--- config.mk ---
export PLATFORM = sky130hd
export DESIGN_NAME = if_fetch
export DESIGN_NICKNAME = d
export VERILOG_FILES = /design/src/rtl/if_fetch.sv
export SDC_FILE = /design/constraint.sdc
export NUM_CORES = 1
export LEC_CHECK = 0
export BUFFER_PORTS_ARGS = -buffer_cell sky130_fd_sc_hd__buf_2
export CAP_MARGIN = 30
export CORE_MARGIN = 2
export CORE_UTILIZATION = 30
export CTS_CLUSTER_DIAMETER = 60
export CTS_CLUSTER_SIZE = 8
export DETAILED_ROUTE_END_ITERATION = 12
export PLACE_DENSITY = 0.57
export SETUP_SLACK_MARGIN = 0.15
export SKIP_LAST_GASP = 1
export SYNTH_ARGS = -nofsm -noshare
export SYNTH_HDL_FRONTEND = slang
export SYNTH_SLANG_ARGS = --single-unit
--- constraint.sdc ---
create_clock -name clk -period 2.3 [get_ports clk]
set_clock_uncertainty 0.2 [all_clocks]
set_input_delay 0.345 -clock clk [delete_from_list [all_inputs] [get_ports clk]]
set_output_delay 0.345 -clock clk [all_outputs]
set_load 0.01 [all_outputs]
--- src/rtl/if_fetch.sv ---
// Instruction-fetch stage: owns the PC, issues single-outstanding requests to
// instruction memory and feeds {Instruction, PC, Valid} into the IF/ID register.
// Optional performance counters (FetchCount, FlushCount) are built when the
// macro IF_PERF_CNT_EN is defined.
module if_fetch #(
    parameter logic [31:0] RESET_PC  = 32'h0000_0000,
    parameter logic [31:0] NOP_INSTR = 32'h0000_0013
) (
    input  logic        clk,
    input  logic        reset,
`ifdef IF_PERF_CNT_EN
    output logic [31:0] FetchCount,
    output logic [31:0] FlushCount,
`endif
    input  logic        Stall,
    input  logic        Branch,
    input  logic [31:0] BranchAddr,
    input  logic        Jump,
    input  logic [31:0] JumpAddr,
    output logic        IMemReq,
    output logic [31:0] IMemAddr,
    input  logic        IMemReady,
    input  logic        IMemValid,
    input  logic [31:0] IMemRData,
    output logic [31:0] Instruction_id,
    output logic [31:0] PC_id,
    output logic        Valid_id
);

    typedef enum logic [1:0] {StFetch, StWait, StHold, StDrop} state_e;

    state_e      state_q;
    logic [31:0] pc_q;
    logic [31:0] req_pc_q;
    logic [31:0] hold_instr_q;
    logic        redirect;
    logic [31:0] target;

    // Branch belongs to the older instruction, so it wins over Jump.
    assign redirect = Branch | Jump;
    assign target   = (Branch ? BranchAddr : JumpAddr) & 32'hFFFF_FFFC;

    assign IMemAddr = pc_q;
    assign IMemReq  = (state_q == StFetch) & ~Stall & ~redirect & ~reset;

    // Fetch FSM, PC and IF/ID pipeline register.
    always_ff @(posedge clk) begin
        if (reset) begin
            state_q        <= StFetch;
            pc_q           <= RESET_PC;
            req_pc_q       <= RESET_PC;
            hold_instr_q   <= 32'h0;
            Instruction_id <= NOP_INSTR;
            PC_id          <= 32'h0;
            Valid_id       <= 1'b0;
        end else if (redirect) begin
            // Flush IF/ID; PC_id is left as is.
            pc_q           <= target;
            Valid_id       <= 1'b0;
            Instruction_id <= NOP_INSTR;
            unique case (state_q)
                StFetch: state_q <= StFetch;
                StWait:  state_q <= IMemValid ? StFetch : StDrop;
                StHold:  state_q <= StFetch;
                StDrop:  state_q <= IMemValid ? StFetch : StDrop;
                default: state_q <= StFetch;
            endcase
        end else begin
            unique case (state_q)
                StFetch: begin
                    if (IMemReq && IMemReady) begin
                        req_pc_q <= pc_q;
                        pc_q     <= pc_q + 32'd4;
                        state_q  <= StWait;
                    end
                    if (!Stall) begin
                        Valid_id       <= 1'b0;
                        Instruction_id <= NOP_INSTR;
                    end
                end
                StWait: begin
                    if (IMemValid && !Stall) begin
                        Instruction_id <= IMemRData;
                        PC_id          <= req_pc_q;
                        Valid_id       <= 1'b1;
                        state_q        <= StFetch;
                    end else if (IMemValid) begin
                        hold_instr_q <= IMemRData;
                        state_q      <= StHold;
                    end else if (!Stall) begin
                        Valid_id       <= 1'b0;
                        Instruction_id <= NOP_INSTR;
                    end
                end
                StHold: begin
                    if (!Stall) begin
                        Instruction_id <= hold_instr_q;
                        PC_id          <= req_pc_q;
                        Valid_id       <= 1'b1;
                        state_q        <= StFetch;
                    end
                end
                StDrop: begin
                    // IF/ID was flushed on entry and nothing loads here.
                    if (IMemValid) begin
                        state_q <= StFetch;
                    end
                end
                default: state_q <= StFetch;
            endcase
        end
    end

`ifdef IF_PERF_CNT_EN
    logic deliver;
    logic discard;

    assign deliver = ~reset & ~redirect & ~Stall &
                     (((state_q == StWait) & IMemValid) | (state_q == StHold));
    // A redirect only counts when it actually throws something away.
    assign discard = ~reset & redirect &
                     (Valid_id | (state_q == StWait) | (state_q == StHold) |
                      ((state_q == StDrop) & IMemValid));

    // Free-running event counters, wrapping at 2^32.
    always_ff @(posedge clk) begin
        if (reset) begin
            FetchCount <= 32'h0;
            FlushCount <= 32'h0;
        end else begin
            if (deliver) FetchCount <= FetchCount + 32'd1;
            if (discard) FlushCount <= FlushCount + 32'd1;
        end
    end
`endif

endmodule

---- After elaboration in Yosys (flattened, before gate mapping) ----
Cells that the tools add are included.
Widths: inputs -> output; s select.
operators by class
  magnitude comparators ................... 0
  divide/modulo/power cells ............... 0
  muxes and demuxes ....................... 26
  add/subtract/negate cells ............... 1
  reductions and logical operators ........ 18
  multiply operators ...................... 0
  shift operators ......................... 0
  equal/unequal tests ..................... 10
  bitwise gates (word level) .............. 8
operators by type and width
  cell                   count
  $mux 32                10
  $pmux 32 s3            1
  $pmux 32 s2            1
  $add 32x3->32 const B  1
  $mux 2                 7
  $reduce_and 4->1       3
  $ne 3x3->1 const B     3
  $pmux 2 s4             1
  $reduce_and 3->1       2
  $reduce_bool 2->1      3
  $reduce_or 2->1        3
  $eq 2x2->1 const B     2
  $mux 1                 4
  $ne 2x2->1 const B     2
  $ne 4x4->1 const B     1
  $not 1->1              4
  $pmux 2 s2             1
  $reduce_and 2->1       2
  $and 1x1->1            3
  $ne 3x2->1 const B     1
  $pmux 1 s3             1
  $reduce_bool 3->1      1
  $eq 2x1->1 const B     1
  $logic_and 1x1->1      2
  3 further kinds        3
word-level totals
  input port bits ......................... 103
  bits in read-only memories .............. 0
  bits in writable memories ............... 0
  bits in latches ......................... 0
  memories ................................ 0
  bits in registers ....................... 163
  output and inout port bits .............. 98
  word-level logic and storage cells ...... 71

---- Longest topological paths before layout ----
Gate-level depths: netlist (run 1).
  word-level depth ........................ 8
  depth in mapped cells ................... 9
  gate-level depth less buffers ........... 7

---- Worst setup path before layout (run 1) ----
No wires, ideal clock.
  path type ............................... register to register
  from .................................... reg pc_q[2], in the netlist IMemAddr[2]
  to ...................................... reg pc_q[26], in the netlist IMemAddr[26]
  path buffers ............................ 1
  arrival ................................. 1.917 ns
  stages on the path, launching flop included .. 8
  path slack .............................. 0.051 ns
  library setup time ...................... 0.132 ns
  clock period less this slack ............ 2.249 ns
  data required time ...................... 1.968 ns
  cell sequence ........................... dfxtp_1 -> ha_1 -> nand3_1 -> or4_1 -> buf_4 -> nor4_1 -> mux2i_1 -> o21ai_0
on the way
  cells in the longest elaborated chain, start to end .. 4
ends and longest elaborated chain
  element                 line  text
  start, declared         33    logic [31:0] pc_q;
  start signal, assigned  58    pc_q <= target;
  start signal, assigned  73    pc_q <= pc_q + 32'd4;
  $add 32x3->32           73
  $mux 32                 71    if (IMemReq && IMemReady) begin
  $mux 32                 69    unique case (state_q)
  $mux 32                 56    end else if (redirect) begin
No other way between the ends. The select of a mux whose other input is x is not followed.
A chain may end at the register's enable or synchronous reset.

---- Worst setup path in the final report (run 1) ----
  from .................................... reg pc_q[3], in the netlist IMemAddr[3]
  to ...................................... reg pc_q[26], in the netlist IMemAddr[26]
The elaborated chain is that of the path after synthesis.

==> flow_metrics.py, run 1 <==
metrics = {
    "setup_path": {
        "end_kind": "flip-flop",
        "required_ns": 2.42,
        "criticalPathCategory": "reg2reg",
        "critPathMaxFanout": 8,
        "worstSetupStartpointType": "flip-flop",
        "cp.arrival_ns": 2.22,
    },
    "synth": {
        "yosys.area.top_type": "dfxtp_1",
        "yosysTopAreaCellShare_pct": 45.20,
        "synthTopCellsByArea": "dfxtp_1 (45%), nand2_1 (12%), a21oi_1 (8.1%), a22oi_1 (3.9%), clkbuf_1 (3.6%)",
        "synth_edf_count": 0,
        "async_flop_share_pct": 0,
        "avgSynthCellArea_um2": 8.038,
        "ys_seq_elements": 157,
        "ys_warn_count": 0,
        "synthFlopType": "dfxtp_1",
        "ys_seq_area_share_pct": 45.20,
        "netlist_instances": 865,
        "synth.distinct_cells": 54,
        "netlist_area_um2": 6953,
    },
    "finish": {
        "final_util_pct": 42.79,
        "design_area_um2": 9717,
        "drive_gt1_share_pct": 29.29,
        "synthToLayoutAreaGrowth_pct": 39.75,
        "layout.nets": 1217,
        "nFillCells": 2325,
        "post_layout_nonfiller_instances": 1406,
    },
    "drt": {
        "post_drt_wl_per_cell_um": 16.89,
        "dr.pass1.iters": 5,
        "drc": 0,
        "first_iter_violations": 417,
        "routed_wirelength_mm": 23.75,
        "vias": 7111,
        "drtAntennaViolNets": 0,
        "routed_via_density": 5.058,
    },
    "timing": {
        "rsz0062_at_grt": "true",
        "max_freq_mhz": 474.4,
        "min_period_over_period_pct": 91.64,
        "maxSlewViolCount": 0,
        "slew_headroom_pct": 55.27,
        "setup-violations-final": 0,
        "setup_slack_ns": 0.1922,
        "final.min_clock_period_ns": 2.108,
        "fin_setup_tns_ns": 0,
        "timing.hold.ws_ns": 0.02547,
        "tightest_slew_ns": 0.6709,
        "finalHoldViolCount": 0,
    },
    "floorplanning": {
        "coreArea_um2": 22710,
        "initial_core_util_pct": 30.62,
        "io_pins": 201,
        "die_x_um": 156.2,
        "fp.dieH_um": 156.2,
        "fp.dieArea_um2": 24410,
        "rows": 55,
    },
    "global_route": {
        "met2_usage_pct": 33.94,
        "antenna_found_initial": 0,
        "grt_pass1_vias": 6912,
        "grt_max_degree": 64,
        "grt_pass1_wl_mm": 37.21,
        "grt_util_met1_pct": 23.28,
        "globalRoute.totalOverflow": 0,
        "grtUsageTotal_pct": 19.53,
        "grtUsageMet3_pct": 5.206,
        "grt-busiest-layer": "met2",
    },
    "clock_tree": {
        "cts_root_buf": "clkbuf_16",
        "cts_tree": "built",
        "clk_pin_slew_ns": 0.07,
        "clk_latency_ns": 0.43,
        "cts_buffer_depth": 2,
        "clkSinkCount": 157,
        "h-tree-depth": 4,
        "cts_inserted_buffers": 17,
    },
    "placement": {
        "gp_congestion": 0.8442,
        "dp_hpwl_mm": 16.46,
        "post-place-cells": 1335,
        "dpl-instance-area_um2": 8600,
        "port_buffers": 192,
        "dp_slack_ns": 0.09098,
    },
    "status": {
        "status": "completed",
    },
    "min_path": {
        "hold_class": "in2reg",
    },
    "pwr": {
        "peakVddDrop_v": 0.0005297,
        "power_mw": 6.344,
        "power.density_nw_per_um2": 652.8,
        "power_leakage_nw": 3.834,
    },
    "flow_run": {
        "maxCapViolations": 0,
    },
}
routing by layer:
layer  vias to the layer above  wire (µm)
li1                       3546          -
met1                      3314      10030
met2                       215      11560
met3                        36       1544
met4                         0        612
met5                         -          0
synth_stat cells (2+ instances only):
| cell | instances |
|---|---|
| a21o_1 | 2 |
| and2_1 | 6 |
| nand4bb_1 | 2 |
| nor2_1 | 44 |
| or4_1 | 2 |
| o2111ai_1 | 3 |
| xor2_1 | 6 |
| and3_1 | 4 |
| o31ai_1 | 4 |
| inv_1 | 9 |
| mux2i_1 | 6 |
| a221o_1 | 3 |
| a32oi_1 | 3 |
| a222oi_1 | 2 |
| dfxtp_1 | 157 |
| o221ai_1 | 5 |
| nand3_1 | 14 |
| nor3_1 | 9 |
| o21ai_0 | 12 |
| a31oi_1 | 2 |
| clkbuf_1 | 67 |
| a22o_1 | 26 |
| a211oi_1 | 15 |
| o2bb2ai_1 | 3 |
| nand2b_1 | 3 |
| and4_1 | 8 |
| a2111oi_0 | 2 |
| o21a_1 | 2 |
| nand2_1 | 219 |
| buf_4 | 6 |
| nor4_4 | 2 |
| o22ai_1 | 15 |
| xnor2_1 | 9 |
| nor4_1 | 3 |
| ha_1 | 6 |
| a21oi_1 | 112 |
| buf_1 | 2 |
| a22oi_1 | 36 |
| nand4_1 | 19 |
power breakdown:
| part | switching [mW] | internal [mW] |
|---|---|---|
| clock network | 1.29 | 1.64 |
| logic | 0.333 | 0.274 |
| registers | 0.0496 | 2.76 |
| total | 1.67 | 4.67 |
critical path: stages (launching register included):
cell and delay, ns:
dfxtp_2 0.36, ha_4 0.15, nand3_4 0.08, or4_4 0.43
buf_12 0.16, nor4_4 0.29, mux2i_1 0.23, o21ai_1 0.08
state kept, by name, indices dropped and copies added (netlist names):
name	cells
Instruction_id	32
hold_instr_q	32
IMemAddr	30
PC_id	30
req_pc_q	30
state_q	2
Valid_id	1
cell usage in the layout (no fill, tap or decap), types with 15 or more instances in the layout:
master	n
dfxtp_1	151
o22ai_1	15
buf_2	191
dlygate4sd3_1	34
a211oi_1	15
nand4_1	19
nor2_1	40
buf_4	60
nand2_1	218
a22o_1	26
a21oi_1	112
a22oi_1	36
clkbuf_16	17
repair_timing:
action	CTS	global route
hold endpoints to repair	37	0
hold buffers	34	0
setup endpoints to repair	32	96
gates resized for setup	8	25
pin swaps	0	4
setup buffers	0	5
area by class of cell:
type / count / area, µm² / area share (%)
well taps: 285 / 356.6 / 3.670
clock inverters: 14 / 172.7 / 1.777
flip-flops and latches: 157 / 3151 / 32.42
diodes: 1 / 2.502 / 0.02575
clock buffers: 17 / 425.4 / 4.378
inverters: 9 / 36.28 / 0.3734
repair buffers: 296 / 1958 / 20.15
multi-input cells: 627 / 3615 / 37.20
cell families (layout without fill, tap and decap cells):
group | after synthesis | count (layout) | share of synthesized area [%]
flops | 157 | 157 | 45.20
mux | 6 | 6 | 0.8638
buf+inv | 84 | 336 | 4.859
other cells | 1 | 5 | 0.05393
fa+ha+maj | 6 | 6 | 1.080
compound gates | 254 | 254 | 23.83
simple gates | 342 | 342 | 22.22
xor+xnor | 15 | 15 | 1.890
worst paths after layout:
kind / start / end / slack [ns] / cells past startpoint
hold reg to reg: req_pc_q[20] / PC_id[20] / 0.25 / 2
setup / recovery: IMemAddr[3] / IMemAddr[26] / 0.19 / 7
hold / removal: BranchAddr[22] / IMemAddr[22] / 0.03 / 3
setup reg to reg: IMemAddr[3] / IMemAddr[26] / 0.19 / 7
(Power assumes the default switching activity.)
==> run 2, diff against run 1 <==
--- a/config.mk
+++ b/config.mk
@@ -8,11 +8,11 @@
 export BUFFER_PORTS_ARGS = -buffer_cell sky130_fd_sc_hd__buf_2
 export CAP_MARGIN = 30
 export CORE_MARGIN = 2
-export CORE_UTILIZATION = 30
+export CORE_UTILIZATION = 28
 export CTS_CLUSTER_DIAMETER = 60
 export CTS_CLUSTER_SIZE = 8
 export DETAILED_ROUTE_END_ITERATION = 12
-export PLACE_DENSITY = 0.57
+export PLACE_DENSITY = 0.54
 export SETUP_SLACK_MARGIN = 0.15
 export SKIP_LAST_GASP = 1
 export SYNTH_ARGS = -nofsm -noshare
==> run 2 against run 1 <==
Global-route usage shrank 1.3 points. Sequential share of layout area fell by 0.45 points. Via count up 0.42%. Setup slack worse by 0.017 ns. Non-clock buffer count is 10 higher. Flip-flop and latch count did not move. Power rose by 2.5%. Largest cell class unchanged. Highest routed layer is now met5. Final cell count is 3.7% higher. Wire length is 0.41% higher.
==> flow_metrics.py, run 2 (synthesis gave the netlist of run 1 again) <==
metrics = {
    "timing": {
        "max_freq_mhz": 470.6,
        "slew_headroom_pct": 50.52,
        "finalHoldViolCount": 0,
        "setup_slack_ns": 0.1751,
        "timing.hold.ws_ns": 0.02658,
        "rsz0062_at_grt": "true",
        "fin_setup_tns_ns": 0,
        "tightest_slew_ns": 0.7422,
        "setup-violations-final": 0,
        "min_period_over_period_pct": 92.39,
        "final.min_clock_period_ns": 2.125,
        "maxSlewViolCount": 0,
    },
    "floorplanning": {
        "io_pins": 201,
        "fp.dieArea_um2": 26110,
        "rows": 57,
        "coreArea_um2": 24320,
        "die_x_um": 161.6,
        "initial_core_util_pct": 28.59,
        "fp.dieH_um": 161.6,
    },
    "min_path": {
        "hold_class": "in2reg",
        "whs_path_depth": 3,
    },
    "placement": {
        "port_buffers": 192,
        "gp_congestion": 0.8283,
        "dp_slack_ns": -0.08161,
        "dpl-instance-area_um2": 8626,
        "post-place-cells": 1381,
        "dp_hpwl_mm": 16.99,
    },
    "pwr": {
        "power.density_nw_per_um2": 660.4,
        "peakVddDrop_v": 0.0003976,
        "power_leakage_nw": 3.894,
    },
    "setup_path": {
        "worstReg2RegStart": "IMemAddr[2]",
        "cp.arrival_ns": 2.24,
        "reg2reg_depth": 7,
        "critPathMaxFanout": 9,
        "r2r-end": "IMemAddr[26]",
        "end_kind": "flip-flop",
        "criticalPathCategory": "reg2reg",
        "cp-startpoint": "IMemAddr[2]",
        "crit_path_end": "IMemAddr[26]",
        "required_ns": 2.41,
        "worstSetupStartpointType": "flip-flop",
        "r2r_setup_slack_ns": 0.18,
    },
    "global_route": {
        "grt_pass1_vias": 6912,
        "globalRoute.totalOverflow": 0,
        "grtUsageTotal_pct": 18.26,
        "grt_max_degree": 68,
        "grt_pass1_wl_mm": 37.76,
        "antenna_found_initial": 5,
    },
    "clock_tree": {
        "cts_buffer_depth": 2,
        "clk_pin_slew_ns": 0.07,
        "clk_latency_ns": 0.43,
        "cts_inserted_buffers": 17,
        "cts_tree": "built",
        "cts_root_buf": "clkbuf_16",
        "clkSinkCount": 157,
        "h-tree-depth": 4,
    },
    "drt": {
        "post_drt_wl_per_cell_um": 16.36,
        "first_iter_violations": 421,
        "vias": 7141,
        "drtAntennaViolNets": 0,
        "drc": 0,
        "dr.pass1.iters": 5,
        "routed_wirelength_mm": 23.85,
        "routed_via_density": 4.898,
    },
    "finish": {
        "design_area_um2": 9846,
        "nFillCells": 2545,
        "drive_gt1_share_pct": 29.89,
        "reg_top3": "Instruction_id: 32 flops, hold_instr_q: 32 flops",
        "synthToLayoutAreaGrowth_pct": 41.61,
        "post_layout_nonfiller_instances": 1458,
        "layout_common_cells": "nand2_1 (218), buf_2 (191), dfxtp_1 (155)",
        "layout.nets": 1227,
        "layout_commonest_cell": "nand2_1",
    },
    "flow_run": {
        "maxCapViolations": 0,
    },
    "status": {
        "status": "completed",
    },
}
[run 2: how the worst min path moves through the flow]
| stage | from | end | slack [ns] |
|---|---|---|---|
| floorplan | hold_instr_q[3] | Instruction_id[3] | 0.23 |
| global placement | Valid_id | Valid_id | 0.24 |
| detailed placement | PC_id[18] | PC_id[18] | 0.24 |
| CTS | JumpAddr[17] | IMemAddr[17] | 0.008 |
| global route | JumpAddr[14] | IMemAddr[14] | 0.07 |
| finish | JumpAddr[17] | IMemAddr[17] | 0.03 |
[run 2: final cells by class]
type                            instances  area [µm²]  share of cell area, %
Inverter                                9       33.78                 0.3431
Clock buffer                           18       439.2                  4.461
Tap cell                              324       405.4                  4.117
Clock inverter                         14       195.2                  1.982
Antenna cell                            3       7.507                0.07625
Timing Repair Buffer                  306        1986                  20.17
Sequential cell                       157        3148                  31.97
Multi-Input combinational cell        627        3631                  36.88
[run 2: routing by layer]
layer	global-route usage, %	vias up	wire length [µm]
li1	-	3581	-
met1	23.61	3300	10620
met2	29.37	218	11060
met3	5.778	38	1718
met4	5.032	4	420
met5	0	-	27
[run 2: through the flow]
| stage | total power [mW] | utilization, % |
|---|---|---|
| after floorplan | 3.120 | - |
| after global placement | 3.416 | 35.47 |
| after detailed placement | 3.420 | 35.47 |
| after CTS | 6.550 | 39.67 |
| after global routing | 6.738 | 40.47 |
| final | 6.502 | 40.48 |
[run 2: what timing repair did]
action / 4_1_cts / 5_1_grt
endpoints found under the hold margin: 37 / 0
gates resized for setup: 10 / 28
setup endpoints to repair: 33 / 117
setup buffers: 0 / 8
pin swaps: 0 / 10
hold buffers: 34 / 0
[run 2: worst max-delay path, cell delays in order (launching register included)]
cell and delay [ns]:
dfxtp_4 0.37, ha_4 0.15, nand3_4 0.09, or4_4 0.45, buf_12 0.17, nor4_4 0.28
mux2i_1 0.21, o21ai_1 0.08
[run 2: where the power goes]
part / leakage (nW) / switching, mW / internal, mW
Combinational: 2.31 / 0.344 / 0.279
Clock: 0.310 / 1.29 / 1.79
Sequential: 1.27 / 0.0435 / 2.76
